<file path="src/rtl/ddr_arb_pkg.sv">
// ddr_rw_arbiter shared types: FSM states, channel ids, watchdog sizing.
package ddr_arb_pkg;

  typedef enum logic [1:0] {
    IDLE = 2'd0,
    WR   = 2'd1,
    RD   = 2'd2,
    GAP  = 2'd3
  } arb_state_e;

  typedef enum logic {
    CH_WR = 1'b0,
    CH_RD = 1'b1
  } arb_ch_e;

  localparam int unsigned TIMEOUT_CYC_DEF = 4096;
  localparam int unsigned WDOG_W          = 13;

endpackage

</file>
<file path="src/rtl/ddr_arb_watchdog.sv">
// Burst watchdog: counts open-burst cycles, flags expiry on the last
// allowed cycle so the FSM can abort on the same edge.
module ddr_arb_watchdog
  import ddr_arb_pkg::*;
#(
  parameter int unsigned TIMEOUT_CYC = TIMEOUT_CYC_DEF
) (
  input  logic ddr_clk,
  input  logic ddr_rstn,
  input  logic clr,
  input  logic en,
  output logic expire
);

  logic [WDOG_W-1:0] cnt;

  always_ff @(posedge ddr_clk or negedge ddr_rstn) begin
    if (!ddr_rstn) begin
      cnt <= '0;
    end else if (clr) begin
      cnt <= '0;
    end else if (en) begin
      cnt <= cnt + WDOG_W'(1);
    end
  end

  assign expire = en && (cnt == WDOG_W'(TIMEOUT_CYC - 1));

endmodule

</file>
<file path="src/rtl/ddr_rw_arbiter.sv">
// Camera-write / display-read arbiter for the single DDR burst port.
// Define ARB_WR_PRIORITY_EN for fixed write priority instead of round-robin.
module ddr_rw_arbiter
  import ddr_arb_pkg::*;
#(
  parameter int unsigned ADDR_W      = 23,
  parameter int unsigned LEN_W       = 10,
  parameter int unsigned TIMEOUT_CYC = TIMEOUT_CYC_DEF
) (
  input  logic              ddr_clk,
  input  logic              ddr_rstn,
  input  logic              ddr_ready,
  input  logic              mem_wen,
  input  logic [ADDR_W-1:0] wr_addr,
  input  logic [LEN_W-1:0]  wr_len,
  output logic              mem_wen_valid,
  input  logic              mem_ren,
  input  logic [ADDR_W-1:0] rd_addr,
  input  logic [LEN_W-1:0]  rd_len,
  output logic              mem_ren_valid,
  output logic              wr_burst_req,
  output logic              rd_burst_req,
  output logic [ADDR_W-1:0] burst_addr,
  output logic [LEN_W-1:0]  burst_len,
  input  logic              wr_burst_finish,
  input  logic              rd_burst_finish,
  output logic              arb_busy,
  output logic              arb_timeout
);

  arb_state_e        state;
  logic              pick_wr;
  logic              pick_rd;
  logic              go;
  logic              in_burst;
  logic              wdog_exp;
  logic [ADDR_W-1:0] sel_addr;
  logic [LEN_W-1:0]  sel_len;

`ifdef ARB_WR_PRIORITY_EN
  assign pick_wr = mem_wen;
`else
  arb_ch_e last_grant;
  // On a tie the channel not served last goes first.
  assign pick_wr = mem_wen && (!mem_ren || last_grant == CH_RD);
`endif

  assign pick_rd  = mem_ren && !pick_wr;
  assign go       = (state == IDLE) && ddr_ready && (mem_wen || mem_ren);
  assign sel_addr = pick_wr ? wr_addr : rd_addr;
  assign sel_len  = pick_wr ? wr_len : rd_len;
  assign in_burst = (state == WR) || (state == RD);

  ddr_arb_watchdog #(
    .TIMEOUT_CYC (TIMEOUT_CYC)
  ) u_wdog (
    .ddr_clk  (ddr_clk),
    .ddr_rstn (ddr_rstn),
    .clr      (state == IDLE),
    .en       (in_burst),
    .expire   (wdog_exp)
  );

  always_ff @(posedge ddr_clk or negedge ddr_rstn) begin
    if (!ddr_rstn) begin
      state         <= IDLE;
      mem_wen_valid <= 1'b0;
      mem_ren_valid <= 1'b0;
      wr_burst_req  <= 1'b0;
      rd_burst_req  <= 1'b0;
      burst_addr    <= '0;
      burst_len     <= '0;
      arb_busy      <= 1'b0;
      arb_timeout   <= 1'b0;
`ifndef ARB_WR_PRIORITY_EN
      last_grant    <= CH_RD;
`endif
    end else begin
      mem_wen_valid <= 1'b0;
      mem_ren_valid <= 1'b0;
      arb_timeout   <= 1'b0;
      unique case (state)
        IDLE: begin
          if (go) begin
            burst_addr    <= sel_addr;
            burst_len     <= sel_len;
            mem_wen_valid <= pick_wr;
            mem_ren_valid <= pick_rd;
`ifndef ARB_WR_PRIORITY_EN
            last_grant    <= pick_wr ? CH_WR : CH_RD;
`endif
            // Zero-length: grant handshake only, no burst issued.
            if (sel_len == '0) begin
              state <= GAP;
            end else begin
              arb_busy <= 1'b1;
              unique case (1'b1)
                pick_wr: begin
                  state        <= WR;
                  wr_burst_req <= 1'b1;
                end
                default: begin
                  state        <= RD;
                  rd_burst_req <= 1'b1;
                end
              endcase
            end
          end
        end
        WR: begin
          if (wr_burst_finish) begin
            wr_burst_req <= 1'b0;
            arb_busy     <= 1'b0;
            state        <= GAP;
          end else if (wdog_exp) begin
            wr_burst_req <= 1'b0;
            arb_busy     <= 1'b0;
            arb_timeout  <= 1'b1;
            state        <= GAP;
          end
        end
        RD: begin
          if (rd_burst_finish) begin
            rd_burst_req <= 1'b0;
            arb_busy     <= 1'b0;
            state        <= GAP;
          end else if (wdog_exp) begin
            rd_burst_req <= 1'b0;
            arb_busy     <= 1'b0;
            arb_timeout  <= 1'b1;
            state        <= GAP;
          end
        end
        GAP: begin
          state <= IDLE;
        end
        default: begin
          state <= IDLE;
        end
      endcase
    end
  end

endmodule
</file>
<file path="config.mk">
export PLATFORM = sky130hd
export DESIGN_NAME = ddr_rw_arbiter
export DESIGN_NICKNAME = d
export VERILOG_FILES = /design/src/rtl/ddr_arb_pkg.sv /design/src/rtl/ddr_arb_watchdog.sv /design/src/rtl/ddr_rw_arbiter.sv
export SDC_FILE = /design/constraint.sdc
export NUM_CORES = 1
export LEC_CHECK = 0
export BUFFER_PORTS_ARGS = -buffer_cell sky130_fd_sc_hd__buf_2
export CORE_ASPECT_RATIO = 1.1
export CORE_UTILIZATION = 48
export DETAILED_ROUTE_END_ITERATION = 10
export PLACE_DENSITY = 0.81
export REMOVE_ABC_BUFFERS = 1
export SLEW_MARGIN = 20
export SYNTH_ARGS = -nofsm -noshare
export SYNTH_HDL_FRONTEND = slang
export SYNTH_SLANG_ARGS = --single-unit
</file>
<file path="constraint.sdc">
create_clock -name ddr_clk -period 1.99 [get_ports ddr_clk]
set_input_delay 0.0995 -clock ddr_clk [delete_from_list [all_inputs] [get_ports ddr_clk]]
set_output_delay 0.0995 -clock ddr_clk [all_outputs]
set_load 0.05 [all_outputs]
</file>
# After elaboration in Yosys (flattened, before gate mapping)
# Index checks and enable logic that the tools add are counted.
dict set report op_classes {
  n_mux 37
  eq_ne 10
  reduce_logical 20
  add_sub_neg 1
}
# op n
set op_table {}
lappend op_table {{$mux W13} 2}
lappend op_table {{$mux W23} 1}
lappend op_table {{$mux W1} 22}
lappend op_table {{$add A13 B1 Y13 const B} 1}
lappend op_table {{$eq A13 B12 Y1 const B} 1}
lappend op_table {{$mux W2} 6}
lappend op_table {{$logic_not A10 Y1} 1}
lappend op_table {{$mux W10} 1}
lappend op_table {{$reduce_and A5 Y1} 2}
lappend op_table {{$ne A2 B2 Y1 const B} 4}
lappend op_table {{$pmux W2 S4} 1}
lappend op_table {{$ne A3 B2 Y1 const B} 2}
lappend op_table {{$pmux W1 S2} 3}
lappend op_table {{$reduce_bool A2 Y1} 3}
lappend op_table {{$logic_and A1 B1 Y1} 5}
lappend op_table {{$eq A2 B2 Y1 const B} 2}
lappend op_table {{$logic_or A1 B1 Y1} 3}
lappend op_table {{$pmux W1 S3} 1}
lappend op_table {{$reduce_and A3 Y1} 1}
lappend op_table {{$reduce_bool A3 Y1} 1}
lappend op_table {{$eq A2 B1 Y1 const B} 1}
lappend op_table {{$logic_not A1 Y1} 2}
lappend op_table {{$logic_not A2 Y1} 1}
lappend op_table {{$reduce_and A2 Y1} 1}
dict set report totals {
  wordCells 79
  inputBits 73
  output_inout_bits 39
  register_bits 55
}

# Logic depth before layout (Yosys ltp)
dict set report logic_depth {
  ltp_word 8
  mapped_depth 7
  depth_no_buf 7
}

# Hierarchy
# A second synthesis with hierarchy kept.
dict set report unflattened {
  cells_unflattened 279
  hier_area_um2 2771.4
}
# module n_inst cells_each seq_area_each_um2 area_per_inst_um2
set by_module_without_submodules {}
lappend by_module_without_submodules {ddr_rw_arbiter 1 216 1052.3 2124.5}
lappend by_module_without_submodules {ddr_arb_watchdog 1 63 325.3 646.9}

# Least setup slack after synthesis
# Ideal clock, no wire load.
dict set report synth_path {
  path_type {reg-to-reg}
  from {register state[0]}
  to {register u_wdog.cnt[7]}
  setup_slack_ns 0.281
  t_arrival_ns 1.632
  path_buffers 2
  period_less_slack_ns 1.709
  stages_incl_launch_ff 7
  setup_time_ns 0.077
  required_time_ns 1.913
  cell_sequence {dfrtp_1 -> ha_1 -> buf_6 -> or3_1 -> buf_2 -> or3_1 -> a21oi_1}
}
dict set report synth_between {
  elab_chain_cells 3
  word_cells_on_any_way 6
  classes_between {eq/ne (2); mux (1); reduce/logical (3)}
}
# element line_no
set synth_lines {}
lappend synth_lines {{from (decl)} ddr_rw_arbiter.sv:31} ;# arb_state_e state;
lappend synth_lines {{from (signal assigned)} ddr_rw_arbiter.sv:66} ;# state <= IDLE;
lappend synth_lines {{from (signal assigned)} ddr_rw_arbiter.sv:94} ;# state <= GAP;
lappend synth_lines {{from (signal assigned)} ddr_rw_arbiter.sv:99} ;# state <= WR;
lappend synth_lines {{$eq A2 B1 Y1 or $eq A2 B2 Y1 (tied branches)} ddr_rw_arbiter.sv:52} ;# assign in_burst = (state == WR) || (state == RD);
lappend synth_lines {{$logic_or A1 B1 Y1} ddr_rw_arbiter.sv:52}
lappend synth_lines {{$reduce_bool A2 Y1 (no line)} n/a}
lappend synth_lines {{to (signal assigned)} ddr_arb_watchdog.sv:23} ;# cnt <= cnt + WDOG_W'(1);
lappend synth_lines {{to (decl)} ddr_arb_watchdog.sv:15} ;# logic [WDOG_W-1:0] cnt;
# Parallel ways exist; a longest one is shown, timed or not.
# A chain may end at the register's enable or synchronous reset.

# Worst setup path after layout
dict set report layout_path {
  from {register u_wdog.cnt[1]}
  to {register state[0]}
}
dict set report layout_between {
  elab_chain_cells 5
  word_cells_on_any_way 6
  classes_between {eq/ne (1); mux (4); reduce/logical (1)}
}
# element line_no
set layout_lines {}
lappend layout_lines {{$eq A13 B12 Y1 (*)} ddr_arb_watchdog.sv:27} ;# assign expire = en && (cnt == WDOG_W'(TIMEOUT_CYC - 1));
lappend layout_lines {{$logic_and A1 B1 Y1 (*)} ddr_arb_watchdog.sv:27}
lappend layout_lines {{$mux W2 (*)} n/a}
lappend layout_lines {{$mux W2 (on tied branches)} n/a}
lappend layout_lines {{$pmux W2 S4 (*)} n/a}
# Mark *: on every way between the ends. The rest lies on a longest branch, timed or not.

==> qor.yml <==
cts.path.max_buffers: 2
drive_above_1_share_pct: 33.6
intPower_mw: 2.65
grtUsageTotal_pct: 25.3
drv_slew: 0
hold_class: "in -> reg"
worst_pin_slew_ps: 577
hold_slack_ps: 9.26
ys_seq_elements: 55
ys.flop_type: "dfrtp_1"
max_stage_delay_ps: 430
pre_cts_slack_ps: 153
portBuffers: 111
synthTopCellsByArea: "dfrtp_1, a222oi_1, mux2i_1"
antenna_found_initial: 0
crit_required_ps: 2240
crit_chain: "ha_1, nand4_1, nor4_2, nor2_1, a21oi_1, o22a_1"
wl_per_cell_um: 14.8
clk-insertion-delay-late_ps: 310
vias: 2606
wl_um: 6970
hpwl_um: 4600
p_sw_share_pct: 50.7
critPathBufInv: 0
fp-row-count: 28
finalWorstSetupSlack_ps: 117
yosysWarnings: 0
syn_to_final_growth_pct: 35.2
placed_cell_area_sq_mm: 0.00331
cts_buffers: 5
final_cell_area_sq_mm: 0.00358
yosysSeqAreaShare_pct: 52.0
drt-initial-drc-count: 179
power_frac_comb_pct: 54.8
setup_viol: 0
synth.avg_cell_area_sq_um: 10.0
cts.sinks: 55
path_max_fanout: 5
dieArea_sq_mm: 0.00582
p_switching_mw: 2.72
clk_pin_slew_ps: 100
leakage_nw: 1.88
grt_start_max_net_pins: 44
worstSetupStartpointType: "flop"
nets: 474
ys_types: 35
max_freq_mhz: 534
die_w_um: 72.8
yosys-top-cells-count: "dfrtp_1, inv_1, o21ai_0"
powerDensity_mw_per_mm2: 1500
endpoint_kind: "flop"
n_fill_cell: 412
fin_cells: 471
critical_path.top_delay_family: "simple AND/OR/NAND/NOR gates"
htreeDepth: 2
routabilityCongestion: 0.857
fin_setup_tns_ps: 0
period_share_pct: 94.1
drc: 0
synth_top_cell_area_share_pct: 51.0
critPathKind: "reg -> reg"
maxSlewHeadroom_pct: 61.5
dr.pass1.iters: 7
status: "complete, no violations"
clock_skew_ps: 7.08
grt_pass1_vias: 2534
synth_edf_count: 0
grt_first_pass_wirelength_um: 11200
synth_area_sq_mm: 0.00265
num_io_pins: 112
cp_slowest_cell: "dfrtp_1"
ant_nets: 0
synth_top_cell_by_area: "dfrtp_1"
hold_viol_final: 0
pwr-share-clk_pct: 11.4
power_frac_seq_pct: 33.8
fp.dieH_um: 79.9
syn_inst: 265
async_flop_share_pct: 100
arrival_ps: 2130
overflow: 0
cts_tree: "done"
num_antenna_cells: 0
ir_drop_mv: 0.992
layout_min_cycle_time_ps: 1870
start_util_pct: 49.4
core_sq_mm: 0.00536
synth_most_common_cell: "dfrtp_1"
cts_root_buffer: "clkbuf_8"
vias_per_cell: 5.53
place_inst: 445
cap_violations: 0
==> final cells by class <==
type	count	area, sq um	share of cell area (%)
clock inverters	2	12.5	0.349
clock buffers	6	72.6	2.03
well taps	75	93.8	2.62
inverters	33	124	3.46
repair buffers	136	812	22.7
multi-input cells	164	1090	30.4
flip-flops and latches	55	1380	38.5
==> power groups by stage <==
stage / Combinational, mW / Clock, mW / Sequential, mW
finish: 2.94 / 0.612 / 1.81
global route: 3.16 / 0.680 / 1.87
CTS: 2.90 / 0.624 / 1.80
detailed placement: 2.88 / 0 / 1.80
global placement: 2.81 / 0 / 1.80
floorplan: 0.970 / 0 / 2.93
==> cells in the final DEF, fill, tap and decap left out, types with 5 or more instances in the layout <==
cell,instances
nand3_1,7
dfrtp_1,54
o21ai_0,25
buf_4,6
ha_1,5
dlygate4sd3_1,16
buf_2,111
a222oi_1,23
nand2_1,24
nor2_1,20
a21oi_1,6
inv_1,32
mux2i_1,15
clkbuf_8,5
==> per-layer routing <==
| metal | track usage [%] | up-vias | part of all wire (%) |
|---|---|---|---|
| met1 | 32.0 | 1237 | 41 |
| met5 | 0 | - | 0 |
| met2 | 40.7 | 130 | 49 |
| met4 | 11.2 | 0 | 1.9 |
| li1 | - | 1226 | - |
| met3 | 6.31 | 13 | 7.4 |
==> metrics by stage <==
step                total power, mW  util [%]
floorplan                      3.90         -
global placement               4.61      61.8
detailed placement             4.68      61.8
CTS                            5.32      66.4
global route                   5.70      66.8
finish                         5.37      66.8
==> repair_timing <==
action	4_1_cts	5_1_grt
buffers inserted	0	2
endpoints found under the setup margin	0	14
endpoints found under the hold margin	38	0
hold buffers	16	0
gates resized for setup	0	2
==> state kept, by name, summed over array words and instances (netlist names), 2 cells and up <==
register / count
u_wdog.cnt: 13
state: 2
burst_len: 10
burst_addr: 23
==> worst paths after layout <==
kind / to / slack (ps) / depth (start not counted) / startpoint
setup / recovery: state[0] / 120 / 6 / u_wdog.cnt[1]
hold / removal: burst_addr[13] / 9 / 3 / wr_addr[13]
min in group asynchronous: wr_burst_req / 330 / 2 / ddr_rstn
setup reg to reg: state[0] / 120 / 6 / u_wdog.cnt[1]
hold reg to reg: burst_len[9] / 490 / 2 / burst_len[9]
max in group asynchronous: burst_addr[0] / 1110 / 3 / ddr_rstn
==> worst min-delay path: cells and delay by family <==
kind,cells,cell delay [ps]
buf+inv,2,120
compound gates,1,60
==> logic make-up (layout without fill, tap and decap cells) <==
| logic type | count (synthesis) | count (layout) | share of synthesized area, % |
|---|---|---|---|
| adders and majority gates | 6 | 6 | 2.83 |
| buffers and inverters | 46 | 177 | 6.99 |
| DFF | 55 | 55 | 52.0 |
| AOI/OAI and AO/OA | 72 | 72 | 19.8 |
| and+or+nand+nor | 68 | 68 | 11.6 |
| xor gates and xnor gates | 2 | 2 | 0.661 |
| muxes | 16 | 16 | 6.09 |
Power figures use the tool's default switching activity.
